==> config.mk <==
export PLATFORM = sky130hd
export DESIGN_NAME = inst_encoder
export DESIGN_NICKNAME = d
export VERILOG_FILES = /design/src/rtl/inst_encoder.sv
export SDC_FILE = /design/constraint.sdc
export NUM_CORES = 1
export LEC_CHECK = 0
export CELL_PAD_IN_SITES_DETAIL_PLACEMENT = 1
export CELL_PAD_IN_SITES_GLOBAL_PLACEMENT = 1
export CORE_UTILIZATION = 48
export CTS_CLUSTER_DIAMETER = 100
export DETAILED_ROUTE_END_ITERATION = 12
export PLACE_DENSITY = 0.95
export SLEW_MARGIN = 40
export SYNTH_ARGS = -nofsm -noshare
export SYNTH_HDL_FRONTEND = slang
export SYNTH_SLANG_ARGS = --single-unit
==> constraint.sdc <==
create_clock -name clk -period 3.5 [get_ports clk]
set_clock_uncertainty 0.05 [all_clocks]
set_input_delay 0.7 -clock clk [delete_from_list [all_inputs] [get_ports clk]]
set_output_delay 0.7 -clock clk [all_outputs]
set_load 0.02 [all_outputs]
==> src/rtl/inst_encoder.sv <==
// Packs ALU/immediate requests into 32-bit MIPS words and buffers them in a FIFO
// that drains to instruction memory with an auto-incrementing byte address.
module inst_encoder #(
    parameter int          DEPTH      = 4,
    parameter int          ADDR_W     = 8,
    parameter logic [5:0]  IMM_OPCODE = 6'b100011
) (
    input  logic                       clk,
    input  logic                       rst_n,
    input  logic                       req_valid,
    output logic                       req_ready,
    input  logic                       req_imm,
    input  logic [2:0]                 req_alu_op,
    input  logic [4:0]                 req_shamt,
    input  logic [4:0]                 req_rs,
    input  logic [4:0]                 req_rt,
    input  logic [4:0]                 req_rd,
    input  logic [15:0]                req_imm16,
    output logic [31:0]                inst_out,
    output logic                       inst_valid,
    input  logic                       inst_ready,
    output logic [ADDR_W-1:0]          inst_addr,
    output logic                       enc_err,
    output logic [$clog2(DEPTH):0]     count
);
    localparam int PW = $clog2(DEPTH);
    localparam int CW = PW + 1;

    typedef enum logic [1:0] {EMPTY, PARTIAL, FULL} state_t;

    state_t                 state, state_nxt;
    logic [DEPTH-1:0][31:0] mem;
    logic [PW-1:0]          wr_ptr, rd_ptr;
    logic                   accept, pop, push, illegal;
    logic [5:0]             funct;
    logic                   is_shift;
    logic [31:0]            enc_word;

    assign req_ready  = (state != FULL);
    assign inst_valid = (state != EMPTY);
    assign accept     = req_valid & req_ready;
    assign pop        = inst_valid & inst_ready;
    assign illegal    = !req_imm && (req_alu_op == 3'd0 || req_alu_op == 3'd7);
    assign push       = accept & !illegal;
    assign is_shift   = (req_alu_op == 3'd5) || (req_alu_op == 3'd6);

    always_comb begin
        funct = 6'b000000;
        case (req_alu_op)
            3'd1:    funct = 6'b100000;
            3'd2:    funct = 6'b100010;
            3'd3:    funct = 6'b100100;
            3'd4:    funct = 6'b100101;
            3'd5:    funct = 6'b000000;
            3'd6:    funct = 6'b000010;
            default: funct = 6'b000000;
        endcase
    end

    // Shifts carry the amount in shamt and leave rs zero so the decoder sees a clean sll/srl.
    always_comb begin
        if (req_imm)
            enc_word = {IMM_OPCODE, req_rs, req_rt, req_imm16};
        else
            enc_word = {6'b000000, (is_shift ? 5'd0 : req_rs), req_rt, req_rd,
                        (is_shift ? req_shamt : 5'd0), funct};
    end

    assign inst_out = inst_valid ? mem[rd_ptr] : 32'd0;

    always_ff @(posedge clk or negedge rst_n) begin
        if (!rst_n)
            state <= EMPTY;
        else
            state <= state_nxt;
    end

    always_comb begin
        state_nxt = state;
        case (state)
            EMPTY:   if (push) state_nxt = PARTIAL;
            PARTIAL: begin
                if (push && !pop && count == CW'(DEPTH - 1))
                    state_nxt = FULL;
                else if (pop && !push && count == CW'(1))
                    state_nxt = EMPTY;
            end
            FULL:    if (pop) state_nxt = PARTIAL;
            default: state_nxt = EMPTY;
        endcase
    end

    always_ff @(posedge clk or negedge rst_n) begin
        if (!rst_n) begin
            wr_ptr    <= '0;
            rd_ptr    <= '0;
            count     <= '0;
            inst_addr <= '0;
            enc_err   <= 1'b0;
        end else begin
            enc_err <= accept & illegal;
            if (push) wr_ptr <= wr_ptr + PW'(1);
            if (pop) begin
                rd_ptr    <= rd_ptr + PW'(1);
                inst_addr <= inst_addr + ADDR_W'(4);
            end
            case ({push, pop})
                2'b10:   count <= count + CW'(1);
                2'b01:   count <= count - CW'(1);
                default: count <= count;
            endcase
        end
    end

    // Storage needs no reset: inst_out is masked whenever the FIFO is empty.
    always_ff @(posedge clk) begin
        if (push) mem[wr_ptr] <= enc_word;
    end
endmodule

==> Word-level counts from Yosys, hierarchy flattened <==
Index checks and enable logic that the tools add are counted.
{ "op_classes": {"n_eq_ne": 17, "bitwise": 4, "addsub": 5, "reduce_logical": 17, "muxes": 16, "n_lt_le_gt_ge": 3} }
{ "ops": {"columns": ["op", "n"], "rows": [
  ["bitwise mux 128 bit", 1],
  ["two-way mux 32 bit", 4],
  ["binary-select mux 32 bit (select 2 bit)", 1],
  ["demux 32 bit (select 2 bit)", 1],
  ["one-hot mux 6 bit (5 select lines)", 1],
  ["== test 3 bit, second input constant", 4],
  ["two-way mux 5 bit", 2],
  ["== test 3 x 2 -> 1 bit, second input constant", 3],
  ["adder 8 x 3 -> 8 bit, second input constant", 1],
  ["two-way mux 2 bit", 4],
  ["== test 3 x 1 -> 1 bit, second input constant", 2],
  ["logical AND 1 bit", 6],
  ["< comparator 2 x 3 -> 1 bit, second input constant", 2],
  ["!= test 2 bit, second input constant", 3],
  ["one-hot mux 2 bit (3 select lines)", 1],
  ["one-hot mux 3 bit (2 select lines)", 1],
  ["adder 2 x 1 -> 2 bit, second input constant", 2],
  ["AND 1 bit", 4],
  ["== test 2 x 1 -> 1 bit, second input constant", 2],
  ["== test 2 bit, second input constant", 2],
  ["zero test 1 bit", 4],
  ["nonzero test 2 bit", 2],
  ["adder 3 x 1 -> 3 bit, second input constant", 1],
  ["zero test 3 bit", 1],
  ["6 further kinds", 7]
]} }
{ "word_totals": {"out_inout_bits": 46, "word_cells": 72, "register_bits": 146, "input_bits": 44} }

==> Logic depth before layout (Yosys ltp) <==
{ "depth": {"ltp_word": 11, "mapped_depth": 7, "ltp_nobuf": 6} }

==> Worst setup path before layout <==
OpenSTA, ideal clock, no wires.
{ "synth_path": {"path_kind": "input port to flip-flop", "startpoint": "input port req_alu_op[0]", "endpoint": "register mem[0] (netlist bit), enable pin", "setup_slack_ps": 794, "setup_time_ps": 386, "cell_stages": 5, "arrival_time_ps": 2270, "path_cell_list": "buf_4 > and4b_1 > or4_4 > inv_6 > and2_1"} }
{ "synth_between": {"elab_chain_cells": 5, "word_cells_on_any_way": 6, "cone_classes": "1 x eq/ne; 1 x bitwise; 4 x reduce/logical"} }
{ "synth_rtl": {"columns": ["element", "line", "rtl"], "rows": [
  ["start, declared", "13", "input logic [2:0] req_alu_op,"],
  ["== test 3 bit / zero test 3 bit (equally long branches)", "43", "assign illegal = !req_imm && (req_alu_op == 3'd0 || req_alu_op == 3'd7);"],
  ["logical OR 1 bit (*)", "43", null],
  ["logical AND 1 bit (*)", "43", null],
  ["zero test 1 bit (*)", "44", "assign push = accept & !illegal;"],
  ["AND 1 bit (*)", "44", null],
  ["via push", "34", "logic accept, pop, push, illegal;"],
  ["end signal, assigned by index", "117", "if (push) mem[wr_ptr] <= enc_word;"],
  ["end, declared", "32", "logic [DEPTH-1:0][31:0] mem;"]
]} }
The timed path passes the listed nets; every way through them passes the cells marked *.
A chain may end at the register's enable or synchronous reset.

==> Final worst setup path <==
{ "layout_path": {"startpoint": "register rd_ptr[0]", "endpoint": "output port inst_out[0]"} }
{ "layout_between": {"elab_chain_cells": 3} }
{ "layout_rtl": {"columns": ["element", "line", "rtl"], "rows": [
  ["start, declared", "33", "logic [PW-1:0] wr_ptr, rd_ptr;"],
  ["start signal, assigned", "104", "rd_ptr <= rd_ptr + PW'(1);"],
  ["binary-select mux 32 bit (select 2 bit)", "69", "assign inst_out = inst_valid ? mem[rd_ptr] : 32'd0;"],
  ["two-way mux 32 bit (not written as such)", "69", null],
  ["two-way mux 32 bit", "69", null],
  ["end, declared", "19", "output logic [31:0] inst_out,"]
]} }
No other way between the ends. The select of a mux whose other input is x is not followed.

==> flow_summary.rst <==
.. list-table::
   :header-rows: 1

   * - Metric
     - Value
   * - Outcome
     - completed
   * - Detailed placer's ending HPWL
     - roughly 8.0 mm
   * - Synth top area cells
     - sky130_fd_sc_hd__edfxtp_1 (62%), sky130_fd_sc_hd__mux4_2 (12%), sky130_fd_sc_hd__dfrtp_1 (7.6%), sky130_fd_sc_hd__nor2b_1 (3.4%), sky130_fd_sc_hd__ha_1 (2.6%)
   * - Starting Density
     - 50.37%
   * - Startpoint-to-endpoint class of the critical path
     - reg -> out
   * - Critical path data required time
     - approximately 2.8 ns
   * - Wire length of the first global-routing pass
     - 19.68 mm
   * - Mean instance size in the synthesized netlist
     - ~18 um2
   * - Most instantiated library cell after synthesis
     - sky130_fd_sc_hd__edfxtp_1
   * - Final wirelength
     - about 13 mm
   * - Post-detailed-route DRC marker count
     - 0
   * - Overall power consumption
     - a little over 6 mW
   * - Num CTS Buffers
     - 17
   * - Max capacitance violation total
     - 0
   * - Ratio of routed vias to standard cells
     - roughly 5.5
   * - Clk Latency, worst-skew pair
     - around 0.51 ns
   * - Standard cell core area
     - 10,460 um2
   * - Number of nets in the final layout
     - between 400 and 500
   * - Kind of capture point of the worst setup path
     - primary output
   * - Proportion of synthesized chip area in sequential cells
     - just under 70%
   * - Clock-pin slew on the worst setup and hold paths
     - approximately 0.060 ns
   * - CTS H-tree lvls
     - 4
   * - Top-area cell type share of the netlist area
     - between 60% and 70%
   * - Data arrival time of the critical path
     - 2.60 ns
   * - Largest net degree at the start of global routing
     - 28
   * - Achievable frequency
     - approximately 300 MHz
   * - Slew of the pin with the lowest slew margin
     - 0.5202 ns
   * - Proportion of register bits with asynchronous set or reset after synthesis
     - around an eighth
   * - Sum of overflow across all layers after global routing
     - 0
   * - Total vias in the final route
     - between 3,000 and 4,000
   * - I/O pin cnt
     - 90
   * - Post-synth EDFFs
     - approximately 110
   * - Tightest Hold Check Type
     - in -> async
   * - Relative slew margins
     - roughly two thirds
   * - Power per cell area
     - between 900 and 1000 nW/um2
   * - Antenna cell count
     - 0
   * - Setup slack on the worst flop-to-flop path
     - roughly 1.3 ns
   * - Number of buffers inserted by port buffering
     - 84
   * - Die outline area
     - around 11,000 um2
   * - Number of setup violations in the final report
     - 0
   * - Gate Count Post-Synth
     - 297
   * - Crit share post-route
     - a little over nine tenths
   * - Horizontal extent of the die
     - around 110 um
   * - Antenna violations before repair
     - 0
   * - Proportion of layout cells with a drive suffix above 1
     - about a fifth
   * - Final Wtd Congestion
     - ~0.74
   * - Synth unique cells
     - 40
   * - Syn. warnings
     - 0
   * - Yosys top cell by area
     - sky130_fd_sc_hd__edfxtp_1
   * - Initial DRT Pass Iterations
     - 4
   * - Hold violation count in the final report
     - 0
   * - Vias in the first global route
     - around 3,400
   * - Die extent in y
     - between 100 and 150 um
   * - Slew Viols, Final
     - 0
   * - Overall global routing resource usage
     - about 25%
   * - Most used flip-flop cell after synthesis
     - sky130_fd_sc_hd__edfxtp_1
   * - Post-route setup TNS
     - 0 ns
   * - Syn-to-layout area delta
     - 30.29%
   * - Detailed-route wire length per cell
     - roughly 24 um
   * - Minimum clock period
     - about 3.3 ns
   * - Post-CTS Repair Setup Buffers
     - 0
   * - Clk Tree Root Cell
     - sky130_fd_sc_hd__clkbuf_8
   * - Detail Route Antenna Nets
     - 0
   * - Post-synthesis instance area
     - around 5300 um2
   * - Number of buffers on the longest clock path
     - 2
   * - VDD IR max
     - 426.8 uV
   * - Commonest cells in the synthesized netlist
     - sky130_fd_sc_hd__edfxtp_1 (108), sky130_fd_sc_hd__nor2b_1 (29), sky130_fd_sc_hd__mux4_2 (27)
   * - TritonCTS clock tree
     - done
   * - Maximum fanout encountered on the critical timing path
     - 15
   * - Detailed router's first-iteration violation count
     - ~170
   * - Critical Path Source Type
     - flop
   * - Leakage power of the design
     - about 2.4 nW
   * - Register bit count reported by yosys
     - about 120
   * - RSZ-0062 raised after global routing
     - no
   * - Clock Sinks
     - approximately 120
   * - Count of standard-cell rows
     - 37
-- area by class of cell --
cell class | instances | area [um2]
sequential | 124 | 3647
fill | 944 | 3596
timing repair buffer | 94 | 935.9
tap | 136 | 170.2
multi-input combinational | 146 | 1473
clock inverter | 14 | 176.4
inverter | 11 | 46.29
clock buffer | 18 | 417.9
-- cell usage in the layout, fill, tap and decap left out, types with 2 or more instances in the layout --
cell	instances
sky130_fd_sc_hd__mux4_2	27
sky130_fd_sc_hd__clkbuf_16	16
sky130_fd_sc_hd__inv_1	10
sky130_fd_sc_hd__clkinv_1	4
sky130_fd_sc_hd__clkdlybuf4s50_1	83
sky130_fd_sc_hd__bufinv_16	4
sky130_fd_sc_hd__nand2b_1	2
sky130_fd_sc_hd__buf_4	8
sky130_fd_sc_hd__nand2_1	12
sky130_fd_sc_hd__edfxtp_1	108
sky130_fd_sc_hd__a22o_1	5
sky130_fd_sc_hd__xnor2_1	10
sky130_fd_sc_hd__mux2_2	6
sky130_fd_sc_hd__clkinvlp_4	3
sky130_fd_sc_hd__ha_1	11
sky130_fd_sc_hd__clkinv_2	2
sky130_fd_sc_hd__a21oi_1	2
sky130_fd_sc_hd__buf_12	2
sky130_fd_sc_hd__dfrtp_1	15
sky130_fd_sc_hd__nor2b_1	29
sky130_fd_sc_hd__o22ai_1	2
sky130_fd_sc_hd__conb_1	5
sky130_fd_sc_hd__nand4_1	2
sky130_fd_sc_hd__o21ai_0	4
sky130_fd_sc_hd__and2_1	11
-- metal layers --
metal  global-route usage (%)  wire (um)
met1                    29.78       5117
met5                        0          0
met3                    4.377        515
met2                    43.09       6993
met4                    10.47        163
-- critical path, cell delays in order (launching register included) --
cell	delay, ns
sky130_fd_sc_hd__dfrtp_4	0.62
sky130_fd_sc_hd__buf_12	0.22
sky130_fd_sc_hd__mux4_2	0.51
sky130_fd_sc_hd__nor2b_1	0.16
sky130_fd_sc_hd__clkdlybuf4s50_1	0.58
-- state kept, by name, indices dropped and copies added (netlist names) --
name / cells
count: 3
enc_err: 1
inst_addr: 6
mem: 108
rd_ptr: 2
state: 2
wr_ptr: 2
-- power breakdown --
| part | internal, mW | switching, mW |
|---|---|---|
| logic | 1.15 | 1.16 |
| clock network | 1.14 | 0.619 |
| registers | 1.95 | 0.204 |
-- timing repair --
action | 4_1_cts | 5_1_grt
hold buffers | 0 | 0
setup endpoints to repair | 4 | 0
resized for setup | 1 | 0
-- cells by family (layout without fill, tap and decap cells) --
family	after synthesis	count (layout)	synth area share, %
DFF	124	124	69.14
and+or+nand+nor	66	66	7.431
muxes	34	34	13.11
buffers and inverters	31	137	3.253
AOI/OAI and AO/OA	19	19	2.564
adders and majority gates	11	11	2.612
xor gates and xnor gates	11	11	1.828
other	1	5	0.07116
-- worst paths after layout --
path                               from           end  depth (start not counted)
min in group clk           inst_addr[6]  inst_addr[6]                          1
max in group asynchronous         rst_n     rd_ptr[0]                          1
min                               rst_n  inst_addr[7]                          1
max                           rd_ptr[0]   inst_out[0]                          4
min reg2reg                inst_addr[6]  inst_addr[6]                          1
max reg2reg                    state[1]      mem[109]                          5
-- per-stage QoR --
| stage | area, um2 | instances | hold WS, ns | setup slack [ns] | utilization (%) |
|---|---|---|---|---|---|
| 4_1_cts | 6872 | 543 | 0.4806 | 0.09314 | 65.68 |
| 3_3_place_gp | 6275 | 511 | 0.4220 | 0.5210 | 59.97 |
| 5_1_grt | 6867 | 543 | 0.07722 | 0.02539 | 65.63 |
| 6_report | 6867 | 543 | 0.06495 | 0.1529 | 65.63 |
| 3_5_place_dp | 6275 | 511 | 0.4652 | 0.4488 | 59.97 |
| 2_1_floorplan | 5285 | 301 | 0.3544 | 0.7942 | - |
No activity file was read; power rests on OpenSTA's default activity.
